## config.mk

```make
export PLATFORM = sky130hd
export DESIGN_NAME = pipe_stage_reg
export DESIGN_NICKNAME = d
export VERILOG_FILES = /design/src/rtl/pipe_pkg.sv /design/src/rtl/pipe_skid_buf.sv /design/src/rtl/pipe_stage_reg.sv
export SDC_FILE = /design/constraint.sdc
export NUM_CORES = 1
export LEC_CHECK = 0
export CELL_PAD_IN_SITES_DETAIL_PLACEMENT = 1
export CELL_PAD_IN_SITES_GLOBAL_PLACEMENT = 1
export CORE_AREA = 3 3 217 219
export CTS_CLUSTER_SIZE = 24
export DETAILED_ROUTE_END_ITERATION = 8
export DIE_AREA = 0 0 220 222
export DONT_BUFFER_PORTS = 1
export MAX_ROUTING_LAYER = met4
export PLACE_DENSITY_LB_ADDON = 0.15
export SETUP_SLACK_MARGIN = 0.02
export SLEW_MARGIN = 20
export SYNTH_ARGS = -nofsm -noshare
export SYNTH_HDL_FRONTEND = slang
export SYNTH_SLANG_ARGS = --single-unit
```

## constraint.sdc

```tcl
create_clock -name clk -period 2.5 [get_ports clk]
set_input_delay 0.375 -clock clk [delete_from_list [all_inputs] [get_ports clk]]
set_output_delay 0.375 -clock clk [all_outputs]
set_load 0.1 [all_outputs]
```

## src/rtl/pipe_pkg.sv

```systemverilog
// Shared definitions for the CPU pipeline stage registers: default widths,
// the "operand not used" Tuse code and the hazard-metadata record.
package pipe_pkg;

  localparam int unsigned DATA_W = 256;
  localparam int unsigned ADDR_W = 5;
  localparam int unsigned TNEW_W = 4;
  localparam int unsigned TUSE_W = 4;

  localparam logic [TUSE_W-1:0] TUSE_NONE = TUSE_W'(4);

  // Hazard metadata travelling alongside the opaque payload
  typedef struct packed {
    logic [ADDR_W-1:0] dst_addr;
    logic [TNEW_W-1:0] tnew;
    logic [TUSE_W-1:0] rs_use;
    logic [TUSE_W-1:0] rt_use;
  } meta_t;

endpackage

```

## src/rtl/pipe_skid_buf.sv

```systemverilog
// One-entry skid buffer for pipe_stage_reg: holds payload plus hazard
// metadata while the main register is stalled, and ages Tnew in place.
module pipe_skid_buf
  import pipe_pkg::*;
#(
  parameter int unsigned       DATA_W    = pipe_pkg::DATA_W,
  parameter int unsigned       ADDR_W    = pipe_pkg::ADDR_W,
  parameter int unsigned       TNEW_W    = pipe_pkg::TNEW_W,
  parameter int unsigned       TUSE_W    = pipe_pkg::TUSE_W,
  parameter logic [TUSE_W-1:0] TUSE_NONE = TUSE_W'(pipe_pkg::TUSE_NONE)
) (
  input  logic              clk,
  input  logic              reset,
  input  logic              clr_i,
  input  logic              load_i,
  input  logic              pop_i,
  input  logic              age_i,
  input  logic [DATA_W-1:0] data_i,
  input  logic [ADDR_W-1:0] dst_i,
  input  logic [TNEW_W-1:0] tnew_i,
  input  logic [TUSE_W-1:0] rs_use_i,
  input  logic [TUSE_W-1:0] rt_use_i,
  output logic              valid_o,
  output logic [DATA_W-1:0] data_o,
  output logic [ADDR_W-1:0] dst_o,
  output logic [TNEW_W-1:0] tnew_o,
  output logic [TUSE_W-1:0] rs_use_o,
  output logic [TUSE_W-1:0] rt_use_o
);

  logic              valid_q, valid_d;
  logic [DATA_W-1:0] data_q, data_d;
  logic [ADDR_W-1:0] dst_q, dst_d;
  logic [TNEW_W-1:0] tnew_q, tnew_d;
  logic [TUSE_W-1:0] rs_q, rs_d;
  logic [TUSE_W-1:0] rt_q, rt_d;

  // Entry state register
  always_ff @(posedge clk) begin
    if (reset) begin
      valid_q <= 1'b0;
      data_q  <= '0;
      dst_q   <= '0;
      tnew_q  <= '0;
      rs_q    <= TUSE_NONE;
      rt_q    <= TUSE_NONE;
    end else begin
      valid_q <= valid_d;
      data_q  <= data_d;
      dst_q   <= dst_d;
      tnew_q  <= tnew_d;
      rs_q    <= rs_d;
      rt_q    <= rt_d;
    end
  end

  // Next state: clear > load > pop; a held entry keeps counting Tnew down
  always_comb begin
    valid_d = valid_q;
    data_d  = data_q;
    dst_d   = dst_q;
    tnew_d  = (age_i && valid_q && (tnew_q != '0)) ? tnew_q - TNEW_W'(1) : tnew_q;
    rs_d    = rs_q;
    rt_d    = rt_q;
    if (clr_i) begin
      valid_d = 1'b0;
    end else if (load_i) begin
      valid_d = 1'b1;
      data_d  = data_i;
      dst_d   = dst_i;
      tnew_d  = tnew_i;
      rs_d    = rs_use_i;
      rt_d    = rt_use_i;
    end else if (pop_i) begin
      valid_d = 1'b0;
    end
  end

  assign valid_o  = valid_q;
  assign data_o   = data_q;
  assign dst_o    = dst_q;
  assign tnew_o   = tnew_q;
  assign rs_use_o = rs_q;
  assign rt_use_o = rt_q;

endmodule

```

## src/rtl/pipe_stage_reg.sv

```systemverilog
// Pipeline stage register (D/E, E/M, M/W): payload plus hazard metadata with
// valid/ready handshake, synchronous flush, Tnew ageing while stalled and
// bubble gating of the metadata outputs.
// Build option: define PIPE_SKID_EN to insert a one-entry skid buffer and
// register in_ready (breaks the out_ready -> in_ready path).
module pipe_stage_reg
  import pipe_pkg::*;
#(
  parameter int unsigned       DATA_W    = pipe_pkg::DATA_W,
  parameter int unsigned       ADDR_W    = pipe_pkg::ADDR_W,
  parameter int unsigned       TNEW_W    = pipe_pkg::TNEW_W,
  parameter int unsigned       TUSE_W    = pipe_pkg::TUSE_W,
  parameter logic [TUSE_W-1:0] TUSE_NONE = TUSE_W'(pipe_pkg::TUSE_NONE)
) (
  input  logic              clk,
  input  logic              reset,
  input  logic              flush,
  input  logic              in_valid,
  output logic              in_ready,
  input  logic [DATA_W-1:0] in_data,
  input  logic [ADDR_W-1:0] in_dst_addr,
  input  logic [TNEW_W-1:0] in_tnew,
  input  logic [TUSE_W-1:0] in_rs_use,
  input  logic [TUSE_W-1:0] in_rt_use,
  output logic              out_valid,
  input  logic              out_ready,
  output logic [DATA_W-1:0] out_data,
  output logic [ADDR_W-1:0] out_dst_addr,
  output logic [TNEW_W-1:0] out_tnew,
  output logic [TUSE_W-1:0] out_rs_use,
  output logic [TUSE_W-1:0] out_rt_use,
  output logic              out_fwd_ok
);

  logic              valid_q, valid_d;
  logic [DATA_W-1:0] data_q, data_d;
  logic [ADDR_W-1:0] dst_q, dst_d;
  logic [TNEW_W-1:0] tnew_q, tnew_d;
  logic [TUSE_W-1:0] rs_q, rs_d;
  logic [TUSE_W-1:0] rt_q, rt_d;

  logic accept;
  logic emit;
  logic held;
  logic [TNEW_W-1:0] tnew_aged;

  assign accept    = in_valid && in_ready;
  assign emit      = valid_q && out_ready;
  assign held      = valid_q && !out_ready;
  assign tnew_aged = (tnew_q != '0) ? tnew_q - TNEW_W'(1) : tnew_q;

  // Main register
  always_ff @(posedge clk) begin
    if (reset) begin
      valid_q <= 1'b0;
      data_q  <= '0;
      dst_q   <= '0;
      tnew_q  <= '0;
      rs_q    <= TUSE_NONE;
      rt_q    <= TUSE_NONE;
    end else begin
      valid_q <= valid_d;
      data_q  <= data_d;
      dst_q   <= dst_d;
      tnew_q  <= tnew_d;
      rs_q    <= rs_d;
      rt_q    <= rt_d;
    end
  end

`ifdef PIPE_SKID_EN

  logic              skid_valid;
  logic              skid_load;
  logic [DATA_W-1:0] skid_data;
  logic [ADDR_W-1:0] skid_dst;
  logic [TNEW_W-1:0] skid_tnew;
  logic [TUSE_W-1:0] skid_rs;
  logic [TUSE_W-1:0] skid_rt;

  // in_ready comes straight from the registered skid state
  assign in_ready  = !skid_valid;
  assign skid_load = accept && held && !flush;

  pipe_skid_buf #(
    .DATA_W    (DATA_W),
    .ADDR_W    (ADDR_W),
    .TNEW_W    (TNEW_W),
    .TUSE_W    (TUSE_W),
    .TUSE_NONE (TUSE_NONE)
  ) u_skid (
    .clk      (clk),
    .reset    (reset),
    .clr_i    (flush),
    .load_i   (skid_load),
    .pop_i    (emit),
    .age_i    (held),
    .data_i   (in_data),
    .dst_i    (in_dst_addr),
    .tnew_i   (in_tnew),
    .rs_use_i (in_rs_use),
    .rt_use_i (in_rt_use),
    .valid_o  (skid_valid),
    .data_o   (skid_data),
    .dst_o    (skid_dst),
    .tnew_o   (skid_tnew),
    .rs_use_o (skid_rs),
    .rt_use_o (skid_rt)
  );

  // Next state: flush > refill from skid > load input > drain; age while held
  always_comb begin
    valid_d = valid_q;
    data_d  = data_q;
    dst_d   = dst_q;
    tnew_d  = held ? tnew_aged : tnew_q;
    rs_d    = rs_q;
    rt_d    = rt_q;
    if (flush) begin
      valid_d = 1'b0;
    end else if (emit && skid_valid) begin
      valid_d = 1'b1;
      data_d  = skid_data;
      dst_d   = skid_dst;
      tnew_d  = skid_tnew;
      rs_d    = skid_rs;
      rt_d    = skid_rt;
    end else if (accept && !held) begin
      valid_d = 1'b1;
      data_d  = in_data;
      dst_d   = in_dst_addr;
      tnew_d  = in_tnew;
      rs_d    = in_rs_use;
      rt_d    = in_rt_use;
    end else if (emit) begin
      valid_d = 1'b0;
    end
  end

`else

  // Ready whenever the register is empty or draining this cycle
  assign in_ready = !valid_q || out_ready;

  // Next state: flush > load > drain; age while held
  always_comb begin
    valid_d = valid_q;
    data_d  = data_q;
    dst_d   = dst_q;
    tnew_d  = held ? tnew_aged : tnew_q;
    rs_d    = rs_q;
    rt_d    = rt_q;
    if (flush) begin
      valid_d = 1'b0;
    end else if (accept) begin
      valid_d = 1'b1;
      data_d  = in_data;
      dst_d   = in_dst_addr;
      tnew_d  = in_tnew;
      rs_d    = in_rs_use;
      rt_d    = in_rt_use;
    end else if (emit) begin
      valid_d = 1'b0;
    end
  end

`endif

  // Downstream view: metadata forced to bubble values when empty
  assign out_valid    = valid_q;
  assign out_data     = data_q;
  assign out_dst_addr = valid_q ? dst_q : '0;
  assign out_tnew     = valid_q ? tnew_aged : '0;
  assign out_rs_use   = valid_q ? rs_q : TUSE_NONE;
  assign out_rt_use   = valid_q ? rt_q : TUSE_NONE;
  assign out_fwd_ok   = valid_q && (dst_q != '0) && (tnew_aged == '0);

endmodule

```

* Yosys cells after proc, flatten, opt, wreduce, memory -nomap -nowiden
Cells that the tools add are included.
** Word-level totals
- Register bits after elaboration :: 274
- Output and inout bits :: 276
- Logic and storage cells :: 32
** Cells by class
- Reductions and logical operators :: 14
- Multiplexer cells :: 10
- Add/subtract/negate cells :: 1
- Bitwise operators :: 1
** Operators by type and width (number)
- $mux 4 :: 7
- $logic_and 1x1->1 :: 5
- $mux 5 :: 1
- $reduce_bool 5->1 :: 1
- $logic_not 4->1 :: 1
- $reduce_bool 4->1 :: 1
- $sub 4x1->4 const B :: 1
- $logic_not 1->1 :: 2
- $mux 1 :: 2
- $reduce_and 2->1 :: 1
- $reduce_bool 2->1 :: 1
- $reduce_or 2->1 :: 1
- $logic_or 1x1->1 :: 1
- $not 1->1 :: 1

* Depth between registers and ports, before layout
- Depth after elaboration :: 5
- Mapped depth :: 9

* Least setup slack after synthesis
OpenSTA, ideal clock, no wires.
- Path kind :: reg2out
- Start point :: register valid_q (netlist: out_valid)
- End point :: output out_tnew[2]
- Path buffers :: 0
- Path slack :: -1201 ps
- Required time :: 2125 ps
- Arrival :: 3326 ps
- Cell stages (with the launch flop) :: 2
- Path through :: dfxtp_1 > a21boi_0
** Between the ends
- Cells in the longest elaborated chain, start to end :: 1
** RTL lines
- from (decl) :: RTL line pipe_stage_reg.sv:35 : logic valid_q, valid_d;
- from (signal assigned) :: RTL line pipe_stage_reg.sv:62 : valid_q <= valid_d;
- $mux 4 :: RTL line pipe_stage_reg.sv:173 : assign out_tnew = valid_q ? tnew_aged : '0;
- to (decl) :: RTL line pipe_stage_reg.sv:29 : output logic [TNEW_W-1:0] out_tnew,
No other way between the ends.

* Final worst setup path
- Start point :: register tnew_q[0]
- End point :: output out_tnew[0]
** Between the ends
- Cells in the longest elaborated chain, start to end :: 3
- Elaborated cells on any way between the ends :: 4
- Classes of those cells :: add/sub (1); mux (2); reduce/logical (1)
** RTL lines
- from (decl) :: RTL line pipe_stage_reg.sv:38 : logic [TNEW_W-1:0] tnew_q, tnew_d;
- from (signal assigned) :: RTL line pipe_stage_reg.sv:65 : tnew_q <= tnew_d;
- $sub 4x1->4 or $reduce_bool 4->1 (tied branches) :: RTL line pipe_stage_reg.sv:50 : assign tnew_aged = (tnew_q != '0) ? tnew_q - TNEW_W'(1) : tnew_q;
- $mux 4 (*) :: RTL line pipe_stage_reg.sv:50
- $mux 4 (*) :: RTL line pipe_stage_reg.sv:173
Every way passes the cells marked *; elsewhere a longest branch is shown, timed or not.

==> metrics.txt <==
largest stage delay on the critical path 0.36 ns; status complete, no violations; Pleak 7.027 nW; die area 0.04884 mm^2; DRT antenna net count 0; Vias/cell 4.297; Post-Synthesis Cells 1,231; Hold Crit Start in_data[160]; Avg WL per Cell 18.23 um; Filler Cells Inserted 5,397; synthesized area per cell 7.940 um^2; Clock Tree Root clkbuf_16; largest net degree at the start of global routing 159; worst reg2reg startpoint out_valid$_SDFFE_PP0P_; Cells after DPL 2,028; Final period util 95.25%; CTS tree built; routability cong. 0.7725; Area Growth Syn to Fin 67.84%; R2R depth 8; Non-Filler Instances 2,376; yosys warns 0; Arr. time, crit path 2.01 ns; RSZ-0062 raised after global routing false; Worst-Skew Late Latency 0.52 ns; TritonRoute pass-1 iters 4; Die Span X 220 um; total number of vias 10.21k; synthesis-stage register bit count 274; min Tclk post-route 2.381 ns; die height 222 um; Synth area leader dfxtp_1; Setup crit end kind primary output; # setup viols final 0; final global-route overflow total 0; WP buf/inv 2; share of cells above drive strength 1 20.07%; crit start category flop; Synth top area share 56.12%; Initial Util 21.58%; Hold Path Cell Cnt 2; power per cell area 754.9 mW/mm^2; critical-path cell list inv_1, ha_4, nor3b_4, xnor2_1, and2_4, buf_12; Worst path slowest cell dfxtp_2; fmax 0.4199 GHz; clk buf depth 3; crit path kind flop to primary output; synthesized cell area 0.009774 mm^2; Unique masters post-synth 31; first-pass GRT wire length 64,210 um; Final Max Tran Viols 0; Syn Nets 1,510; Seq/Total Area, Yosys 56.12%; ys flop type dfxtp_1; clock-pin transition on the worst setup and hold timing paths 0.05 ns; R2R Setup Slk 0.18 ns; Remaining DRCs 0; number of DRC markers in iteration 0 406; Data required, critical path 2.12 ns; critical path launch point tnew_q[0]$_SDFF_PP0_; row count 78; core area 0.04528 mm^2; Fin. Hold Viols 0; FFs w/ async S/R, synth 0%; Sink Count 274; MaxCap Viol Count 0; drt total wl 43,320 um; relative slew slack 34.83%; CP delay by family, top simple AND/OR/NAND/NOR gates; vias in the first global route 10.92k; Worst-Margin Slew 0.9762 ns; total global-route track usage 17.38%; hpwl dp 29,070 um; peak supply drop 0.4625 mV; R2R Path End out_data[195]$_SDFFE_PP0P_; top cells by area, synth dfxtp_1 56%, nand2_1 21%, a21oi_1 14%; # nets final 2,036; Inserted Clock Buffers 35; initial antenna violation count 2; CP max FO 7; final setup TNS 0 ns; port bufs 0; IO Count 554; htree depth 2; Hold Path End out_data[160]$_SDFFE_PP0P_; Hold Crit Class input pin to flop; skew final 0.01078 ns; Post-synth EDFFs 0
[synth_stat cells (2+ instances only)]
library cell	instances
a21o_1	2
a21oi_1	274
and2_1	12
buf_2	24
buf_4	5
buf_6	18
clkbuf_1	45
dfxtp_1	274
inv_1	2
mux2i_1	2
nand2_1	539
nand2b_1	4
nand3b_1	4
nor2_1	3
nor2b_1	2
nor3_1	5
o211ai_1	2
[cell type report]
class                      instances  area [um^2]  share of cell area (%)
clock buffer                      49         1001                   6.101
clock inverter                     5        100.1                  0.6101
timing repair buffer             582         5248                   31.99
sequential                       274         5488                   33.45
inverter                           3        13.76                 0.08389
antenna                            2        5.005                 0.03051
tap                              600        750.7                   4.576
multi-input combinational        861         3800                   23.16
[cell usage in the layout, fill, tap and decap left out, drive strengths merged, types with 3 or more instances in the layout]
master / netlist / layout
and2: 12 / 12
nor2: 4 / 4
dlygate4sd3: 0 / 288
dfxtp: 274 / 274
bufinv: 0 / 3
buf: 48 / 294
clkbuf: 45 / 49
nand2: 539 / 539
nand2b: 5 / 5
a21oi: 274 / 274
nor3: 5 / 5
inv: 3 / 3
nor2b: 3 / 3
nand3b: 4 / 4
[power by group]
part	switching [mW]	leakage [nW]	internal, mW
logic	2.02	4.25	0.728
clock network	1.91	0.538	3.07
registers	0.0826	2.24	4.58
total	4.01	7.03	8.37
[layer usage]
metal / vias to the layer above / share of wire, % / global-route usage, %
met5: - / 0 / -
met4: 0 / 2.8 / 5.796
met3: 71 / 9.3 / 6.400
met2: 321 / 50 / 29.94
met1: 4825 / 38 / 18.34
li1: 4993 / - / -
[cell families after synthesis]
family / after synthesis / share of synthesized area (%)
flops: 274 / 56.12
buf+inv: 96 / 5.760
xor+xnor: 1 / 0.08962
fa+ha+maj: 1 / 0.1280
simple gates: 577 / 23.22
compound gates: 280 / 14.48
mux: 2 / 0.2048
[flip-flops by register name, indices dropped and copies added, names as in the netlist]
register   cells
rs_q           4
out_valid      1
out_data     256
dst_q          5
rt_q           4
tnew_q         4
[through the flow]
stage          cell area (um^2)  util, %  total power, mW  worst slack (ns)  hold WS [ns]
2_1_floorplan              9801        -            6.679           0.07502        0.4287
3_3_place_gp              12310    27.18            7.084            0.3594        0.4353
3_5_place_dp              12310    27.18            7.113            0.3076        0.4421
4_1_cts                   16340    36.09            12.60           0.03515     0.0009093
5_1_grt                   16410    36.23            12.91           0.01035       0.02072
6_report                  16410    36.23            12.38            0.1187       0.04398
[what timing repair did]
action | in CTS | in global routing
hold buffers | 289 | 0
endpoints found under the setup margin | 3 | 66
setup buffers | 0 | 3
pin swaps | 0 | 1
hold endpoints to repair | 274 | 0
gates resized for setup | 5 | 8
cloned | 0 | 0
[worst max path at each step]
| stage | end | depth (start not counted) |
|---|---|---|
| 6_report | out_tnew[0] | 6 |
| 5_1_grt | out_tnew[0] | 6 |
| 4_1_cts | out_fwd_ok | 7 |
| 3_5_place_dp | out_tnew[1] | 7 |
| 3_3_place_gp | out_tnew[1] | 7 |
| 2_1_floorplan | out_tnew[0] | 6 |
Note: power is estimated with default switching activity, not from simulation.
